--- src/rtl/dense_pkg.sv ---
// Shared types for the dense-layer serializer.
//   DefaultDataW : default element / bias word width
//   elem_t       : signed element of DefaultDataW bits
//   ser_state_e  : serializer FSM state
package dense_pkg;

  localparam int unsigned DefaultDataW = 16;

  typedef logic signed [DefaultDataW-1:0] elem_t;

  typedef enum logic {
    StIdle   = 1'b0,
    StStream = 1'b1
  } ser_state_e;

endpackage

--- src/rtl/dense_ser_bank.sv ---
// Capture register for one dense-layer output vector.
//   clk, rst_n : clock, async active-low reset (contents cleared to 0)
//   we         : capture wdata on the next rising edge
//   wdata      : NUM_ELEM packed elements, element i at [i*DATA_W +: DATA_W]
//   rd_idx     : element index for the combinational read port
//   rd_data    : element rd_idx (0 for an out-of-range index)
module dense_ser_bank #(
  parameter int unsigned DATA_W   = 16,
  parameter int unsigned NUM_ELEM = 120,
  parameter int unsigned IDX_W    = $clog2(NUM_ELEM)
) (
  input  logic                       clk,
  input  logic                       rst_n,
  input  logic                       we,
  input  logic [NUM_ELEM*DATA_W-1:0] wdata,
  input  logic [IDX_W-1:0]           rd_idx,
  output logic [DATA_W-1:0]          rd_data
);

  logic [NUM_ELEM*DATA_W-1:0] mem_q;

  always_ff @(posedge clk or negedge rst_n) begin
    if (!rst_n) begin
      mem_q <= '0;
    end else if (we) begin
      mem_q <= wdata;
    end
  end

  // Explicit compare mux so a non-power-of-two NUM_ELEM never indexes past the vector.
  always_comb begin
    rd_data = '0;
    for (int unsigned i = 0; i < NUM_ELEM; i++) begin
      if (rd_idx == IDX_W'(i)) begin
        rd_data = mem_q[i*DATA_W +: DATA_W];
      end
    end
  end

endmodule

--- src/rtl/dense_vec_serializer.sv ---
// Dense-layer vector serializer. Captures NUM_ELEM signed partial sums in one cycle and
// streams them one per beat (valid/ready) with frame_start/frame_end markers, driving an
// external 1-cycle-latency bias ROM so bias_out lines up with data_out on every beat.
//   clk, rst_n        : clock, async active-low reset (aborts any frame)
//   load, vec_in      : capture pulse and packed input vector
//   busy              : frame being streamed or last beat still pending
//   out_ready, valid  : downstream handshake
//   data_out, elem_idx, frame_start, frame_end : current beat
//   bias_rd_en, bias_addr, bias_q : bias ROM read port (addr = BIAS_BASE + index)
//   bias_out          : bias for the current beat (bias_q pass-through)
// Build option: define DENSE_SER_DBUF_EN to add a shadow bank so a load arriving during a
// frame is queued and streamed immediately after it with no bubble.
module dense_vec_serializer
  import dense_pkg::*;
#(
  parameter int unsigned DATA_W      = DefaultDataW,
  parameter int unsigned NUM_ELEM    = 120,
  parameter int unsigned IDX_W       = $clog2(NUM_ELEM),
  parameter int unsigned BIAS_ADDR_W = 8,
  parameter int unsigned BIAS_BASE   = 0
) (
  input  logic                       clk,
  input  logic                       rst_n,
  input  logic                       load,
  input  logic [NUM_ELEM*DATA_W-1:0] vec_in,
  output logic                       busy,
  input  logic                       out_ready,
  output logic                       valid,
  output logic signed [DATA_W-1:0]   data_out,
  output logic [IDX_W-1:0]           elem_idx,
  output logic                       frame_start,
  output logic                       frame_end,
  output logic                       bias_rd_en,
  output logic [BIAS_ADDR_W-1:0]     bias_addr,
  input  logic [DATA_W-1:0]          bias_q,
  output logic signed [DATA_W-1:0]   bias_out
);

  localparam logic [IDX_W-1:0] LastIdx = IDX_W'(NUM_ELEM - 1);

  ser_state_e        state_q, state_d;
  logic [IDX_W-1:0]  idx_q, idx_d;
  logic              prime_q, prime_d;
  logic              valid_q, valid_d;
  logic [DATA_W-1:0] data_q, data_d;
  logic [IDX_W-1:0]  elem_idx_q, elem_idx_d;
  logic              fs_q, fs_d;
  logic              fe_q, fe_d;

  logic              adv;
  logic              issue;
  logic              last;
  logic              start;
  logic              swap;
  logic [DATA_W-1:0] rd_data;

  // The output register may take a new beat when empty or when its beat is being accepted.
  assign adv   = !valid_q || out_ready;
  // prime_q idles the first cycle after a capture, giving two edges from load to first beat.
  assign issue = (state_q == StStream) && !prime_q && adv;
  assign last  = (idx_q == LastIdx);

`ifdef DENSE_SER_DBUF_EN
  // Two physical banks; act_q selects the one being streamed, the other is the shadow.
  logic              act_q, act_d;
  logic              shadow_full_q, shadow_full_d;
  logic              we_act, we_shadow;
  logic [DATA_W-1:0] rd_data0, rd_data1;

  // Once the last element has left the active bank it is free, so a load while the
  // final beat is still pending restarts straight into the active bank.
  assign start     = load && (state_q == StIdle);
  // Swap at the last issue if a frame is queued, or one arrives in that very cycle.
  assign swap      = issue && last && (shadow_full_q || load);
  // A load during a swap with a full shadow refills the bank being freed.
  assign we_act    = start || (swap && shadow_full_q && load);
  assign we_shadow = load && (state_q == StStream) && !shadow_full_q;

  dense_ser_bank #(
    .DATA_W  (DATA_W),
    .NUM_ELEM(NUM_ELEM),
    .IDX_W   (IDX_W)
  ) u_bank0 (
    .clk    (clk),
    .rst_n  (rst_n),
    .we     (act_q ? we_shadow : we_act),
    .wdata  (vec_in),
    .rd_idx (idx_q),
    .rd_data(rd_data0)
  );

  dense_ser_bank #(
    .DATA_W  (DATA_W),
    .NUM_ELEM(NUM_ELEM),
    .IDX_W   (IDX_W)
  ) u_bank1 (
    .clk    (clk),
    .rst_n  (rst_n),
    .we     (act_q ? we_act : we_shadow),
    .wdata  (vec_in),
    .rd_idx (idx_q),
    .rd_data(rd_data1)
  );

  assign rd_data = act_q ? rd_data1 : rd_data0;

  always_comb begin
    act_d         = act_q;
    shadow_full_d = shadow_full_q;
    if (swap) begin
      act_d         = !act_q;
      shadow_full_d = shadow_full_q && load;
    end else if (we_shadow) begin
      shadow_full_d = 1'b1;
    end
  end

  always_ff @(posedge clk or negedge rst_n) begin
    if (!rst_n) begin
      act_q         <= 1'b0;
      shadow_full_q <= 1'b0;
    end else begin
      act_q         <= act_d;
      shadow_full_q <= shadow_full_d;
    end
  end
`else
  // Single bank: a load is taken only when fully idle.
  assign start = load && (state_q == StIdle) && !valid_q;
  assign swap  = 1'b0;

  dense_ser_bank #(
    .DATA_W  (DATA_W),
    .NUM_ELEM(NUM_ELEM),
    .IDX_W   (IDX_W)
  ) u_bank0 (
    .clk    (clk),
    .rst_n  (rst_n),
    .we     (start),
    .wdata  (vec_in),
    .rd_idx (idx_q),
    .rd_data(rd_data)
  );
`endif

  always_comb begin
    state_d    = state_q;
    idx_d      = idx_q;
    prime_d    = 1'b0;
    valid_d    = valid_q;
    data_d     = data_q;
    elem_idx_d = elem_idx_q;
    fs_d       = fs_q;
    fe_d       = fe_q;

    case (state_q)
      StIdle: begin
        if (start) begin
          state_d = StStream;
          idx_d   = '0;
          prime_d = 1'b1;
        end
      end
      StStream: begin
        if (issue) begin
          if (last) begin
            if (swap) begin
              idx_d = '0;
            end else begin
              state_d = StIdle;
            end
          end else begin
            idx_d = idx_q + IDX_W'(1);
          end
        end
      end
      default: state_d = StIdle;
    endcase

    if (issue) begin
      valid_d    = 1'b1;
      data_d     = rd_data;
      elem_idx_d = idx_q;
      fs_d       = (idx_q == '0);
      fe_d       = last;
    end else if (out_ready) begin
      valid_d = 1'b0;
      fs_d    = 1'b0;
      fe_d    = 1'b0;
    end
  end

  always_ff @(posedge clk or negedge rst_n) begin
    if (!rst_n) begin
      state_q    <= StIdle;
      idx_q      <= '0;
      prime_q    <= 1'b0;
      valid_q    <= 1'b0;
      data_q     <= '0;
      elem_idx_q <= '0;
      fs_q       <= 1'b0;
      fe_q       <= 1'b0;
    end else begin
      state_q    <= state_d;
      idx_q      <= idx_d;
      prime_q    <= prime_d;
      valid_q    <= valid_d;
      data_q     <= data_d;
      elem_idx_q <= elem_idx_d;
      fs_q       <= fs_d;
      fe_q       <= fe_d;
    end
  end

  // ROM read is issued on the same edge that loads data_out, so bias_q arrives with it and
  // holds through stalls because no read is issued while stalled.
  assign bias_rd_en  = issue;
  assign bias_addr   = issue ? (BIAS_ADDR_W'(BIAS_BASE) + BIAS_ADDR_W'(idx_q)) : '0;
  assign bias_out    = bias_q;

  assign valid       = valid_q;
  assign data_out    = data_q;
  assign elem_idx    = elem_idx_q;
  assign frame_start = fs_q;
  assign frame_end   = fe_q;
  assign busy        = (state_q == StStream) || valid_q;

endmodule

--- config.mk ---
export PLATFORM = sky130hd
export DESIGN_NAME = dense_vec_serializer
export DESIGN_NICKNAME = d
export VERILOG_FILES = /design/src/rtl/dense_pkg.sv /design/src/rtl/dense_ser_bank.sv /design/src/rtl/dense_vec_serializer.sv
export SDC_FILE = /design/constraint.sdc
export NUM_CORES = 2
export LEC_CHECK = 0
export BUFFER_PORTS_ARGS = -buffer_cell sky130_fd_sc_hd__buf_4
export CAP_MARGIN = 20
export CORE_AREA = 3 3 769 771
export DETAILED_ROUTE_END_ITERATION = 7
export DIE_AREA = 0 0 772 774
export PLACE_DENSITY = 0.42
export SLEW_MARGIN = 20
export SYNTH_ARGS = -nofsm -noshare
export SYNTH_HDL_FRONTEND = slang
export SYNTH_SLANG_ARGS = --single-unit
--- constraint.sdc ---
create_clock -name clk -period 3.7 [get_ports clk]
set_input_delay 0.74 -clock clk [delete_from_list [all_inputs] [get_ports clk]]
set_output_delay 0.74 -clock clk [all_outputs]
set_load 0.005 [all_outputs]
==> out/metrics.csv <==
stage,metric,value,unit
floorplanning,num_rows,281,
clocking,tritoncts,built,
setup_path,end_kind,register,
yosys,syn_nets,13500,
grt,overflow,0,
flow_run,maxCapViolCount,0,
placed_design,dp.cells,22600,
clocking,cts_made_buffers,263,
route,drtIter0Drc,11500,
cells_and_area,fill_cells,63400,
yosys,synthMuxAreaShare,0.0216,%
power_and_ir_drop,finalPower,0.103,W
sta,hold_viol_final,0,
yosys,synth_top_family_by_area,simple AND/OR/NAND/NOR gates,
power_and_ir_drop,powerDensity,631,nW/um^2
placed_design,numPortBuffers,1958,
yosys,synth-xor-area-share,0.0377,%
setup_path,crit_required,4.51,ns
placed_design,dp_hpwl,737000,um
placed_design,place_congestion,1.01,
grt,grt_pass1_vias,113000,
grt,grt_pass1_wl,1110000,um
yosys,yosysUniqueCellTypes,102,
route,drt-pass1-iter-count,6,
cells_and_area,area_delta_synth_final,75.3,%
route,wl_per_cell,35.2,um
floorplanning,die_x,772,um
clocking,cts.htree.levels,5,
sta,fin_crit_sh,116,%
sta,finalWorstSetupSlack,-0.599,ns
yosys,syn_avg_cell_area,8.02,sq um
route,drc,0,
sta,fin_worst_skew,0.0681,ns
clocking,cts_buffer_depth,4,
route,via_count,112000,
floorplanning,initial_utilization,15.9,%
setup_path,cp_data_arrival_time,5.11,ns
yosys,synthSimpleGateAreaFrac,31.1,%
cells_and_area,nets,18500,
yosys,synth_compound_area_share,12.7,%
sta,slew_viol_final,0,
floorplanning,ios,1992,
yosys,ys_ff_latch,1955,
sta,fin_crit,4.30,ns
cells_and_area,layoutNonFillerInstCount,24700,
grt,track_usage,28.0,%
yosys,yosysSeqAreaShare,52.7,%
sta,fmax,233,MHz
yosys,yosysTopAreaCell,dfrtp_1,
outcome,status,"finished, violations left",
sta,slew_headroom,20.7,%
route,via_per_inst,4.54,
sta,worstMarginPinSlew,1.18,ns
cells_and_area,drive_gt1_share,31.3,%
floorplanning,fp.dieH,774,um
yosys,synth_top_cells_by_area,"dfrtp_1, nand2_1, clkbuf_1",
power_and_ir_drop,peakVddDrop,0.335,mV
setup_path,cp-start-kind,register,
sta,rsz0062_at_grt,yes,
power_and_ir_drop,leakage,80.1,nW
yosys,synth_cells,11600,
sta,setup_violations,16,
hold_path,hp-class,input port to register,
grt,antenna_found_initial,269,
cells_and_area,multi_input_area,45400,sq um
yosys,syn-cell-area,92800,sq um
floorplanning,core,585000,sq um
clocking,clock_latency,0.96,ns
clocking,cts_sinks,1955,
yosys,synth_ff_type,dfrtp_1,
yosys,yosysWarnings,0,
clocking,ctsRootBufferMaster,clkbuf_16,
clocking,clkTransAtPathRegs,0.07,ns
yosys,synth-edff-count,0,
yosys,ys_async_sr_fraction,100,%
floorplanning,die-area,598000,sq um
setup_path,cp_max_fo,20,
route,totalWireLength,869000,um
yosys,synth_top_cell_area_share,52.7,%
yosys,synthAdderAreaFrac,0.0539,%
grt,grt_max_degree,182,
cells_and_area,final-seq-area,48900,sq um
outcome,violations,negative setup slack,
setup_path,critPathKind,register to register,
route,antenna_left,0,
metrics by stage:
step | hold WS, ns | util [%] | worst slack (ns) | TNS [ns] | instance area (sq um)
after floorplan | 0.425 | - | 0.585 | 0 | 92800
after global placement | 0.454 | 22.9 | -2.35 | -23.88 | 134000
after detailed placement | 0.458 | 22.9 | -1.80 | -21.41 | 134000
after CTS | 0.0000566 | 27.5 | -0.605 | -5.94 | 161000
after global routing | 0.0326 | 27.8 | -0.608 | -5.92 | 163000
final | 0.0737 | 27.8 | -0.599 | -5.07 | 163000
where the power goes:
group          switching, W  internal (W)  leakage, nW
Combinational        0.0176        0.0137         51.3
Sequential           0.0127        0.0316         24.5
Clock                0.0116        0.0155         4.31
Total                0.0419        0.0608         80.1
final timing paths:
kind                                     start                   to  slack, ns  depth (start not counted)
max                                   idx_q[1]          data_out[5]      -0.60                         16
min                                vec_in[236]   u_bank0.mem_q[236]       0.07                          3
max reg2reg                           idx_q[1]          data_out[5]      -0.60                         16
min reg2reg                u_bank0.mem_q[1755]  u_bank0.mem_q[1755]       0.47                          2
max in group asynchronous                rst_n  u_bank0.mem_q[1845]       1.76                          3
min in group asynchronous                rst_n   u_bank0.mem_q[676]       0.41                          2
cell usage in the layout (no fill, tap or decap), types with 32 or more instances in the layout:
master	instances
a22o_1	35
clkbuf_1	49
o21ai_1	35
o221ai_1	91
nor2_1	370
nor2_4	35
clkbuf_8	56
a22oi_1	84
o22ai_1	162
o211ai_1	86
buf_12	338
a31oi_1	38
nand2_2	32
diode_2	110
dlygate4sd3_1	1312
clkbuf_16	267
dfrtp_1	1950
a21oi_1	153
o21ai_0	147
nand3_1	170
nand2_1	6140
nor2_2	57
nor3_1	104
buf_6	133
a211oi_1	34
a221o_1	53
a221oi_1	111
buf_4	3666
clkinv_2	32
nand4_1	40
layout make-up:
| class | count | share of cell area, % |
|---|---|---|
| Timing Repair Buffer | 5478 | 30.4 |
| Tap cell | 7782 | 5.98 |
| Antenna cell | 110 | 0.169 |
| Clock inverter | 101 | 0.813 |
| Clock buffer | 369 | 4.65 |
| Multi-Input combinational cell | 8871 | 27.9 |
| Sequential cell | 1955 | 30.1 |
| Inverter | 23 | 0.0607 |
worst max-delay path, stage by stage (launching register included):
cell and delay, ns:
dfrtp_1 0.42, buf_6 0.15, inv_6 0.07, ha_4 0.20, nor2b_4 0.19, buf_12 0.15
buf_12 0.24, nor3_1 0.12, buf_12 0.16, a221oi_2 0.44, nand4_1 0.36, buf_12 0.26
a2111oi_4 0.39, buf_4 0.23, nor3_4 0.07, o31ai_4 0.54, a21oi_2 0.10
kinds of logic (layout without fill, tap and decap cells):
kind of cell,after synthesis,in the layout
AOI/OAI and AO/OA,1591,1591
other,1,111
adders and majority gates,4,4
muxes,2,2
buffers and inverters,743,5971
DFF,1955,1955
xor gates and xnor gates,4,4
and+or+nand+nor,7269,7269
flip-flops by register name (all words and copies together), names as in the netlist:
signal and flops:
elem_idx 7, frame_start 1, valid 1, data_out 16, frame_end 1, idx_q 7, state_q 1, u_bank0.mem_q 1920
prime_q 1
cells in the mapped netlist, drive strengths merged, types with 103 or more instances:
master	n
nand2	6187
dfrtp	1955
clkbuf	524
nor2	463
o21ai	200
buf	196
o22ai	195
nand3	184
a21oi	182
a221oi	146
nor3	141
o221ai	104
a22oi	103
metal layers:
| metal | up-vias | share of wire [%] | GRT usage [%] |
|---|---|---|---|
| li1 | 48800 | - | - |
| met5 | - | 0.099 | 0 |
| met4 | 142 | 5.9 | 13.6 |
| met1 | 56600 | 42 | 35.9 |
| met3 | 1384 | 6.3 | 4.89 |
| met2 | 5122 | 46 | 45.5 |
what timing repair did:
action,in CTS,in global routing
setup buffers,136,63
endpoints found under the setup margin,17,16
hold buffers,1312,0
hold endpoints to repair,1341,0
pin swaps,165,155
cloned,3,1
resized for setup,669,255
Note: power is estimated with default switching activity, not from simulation.
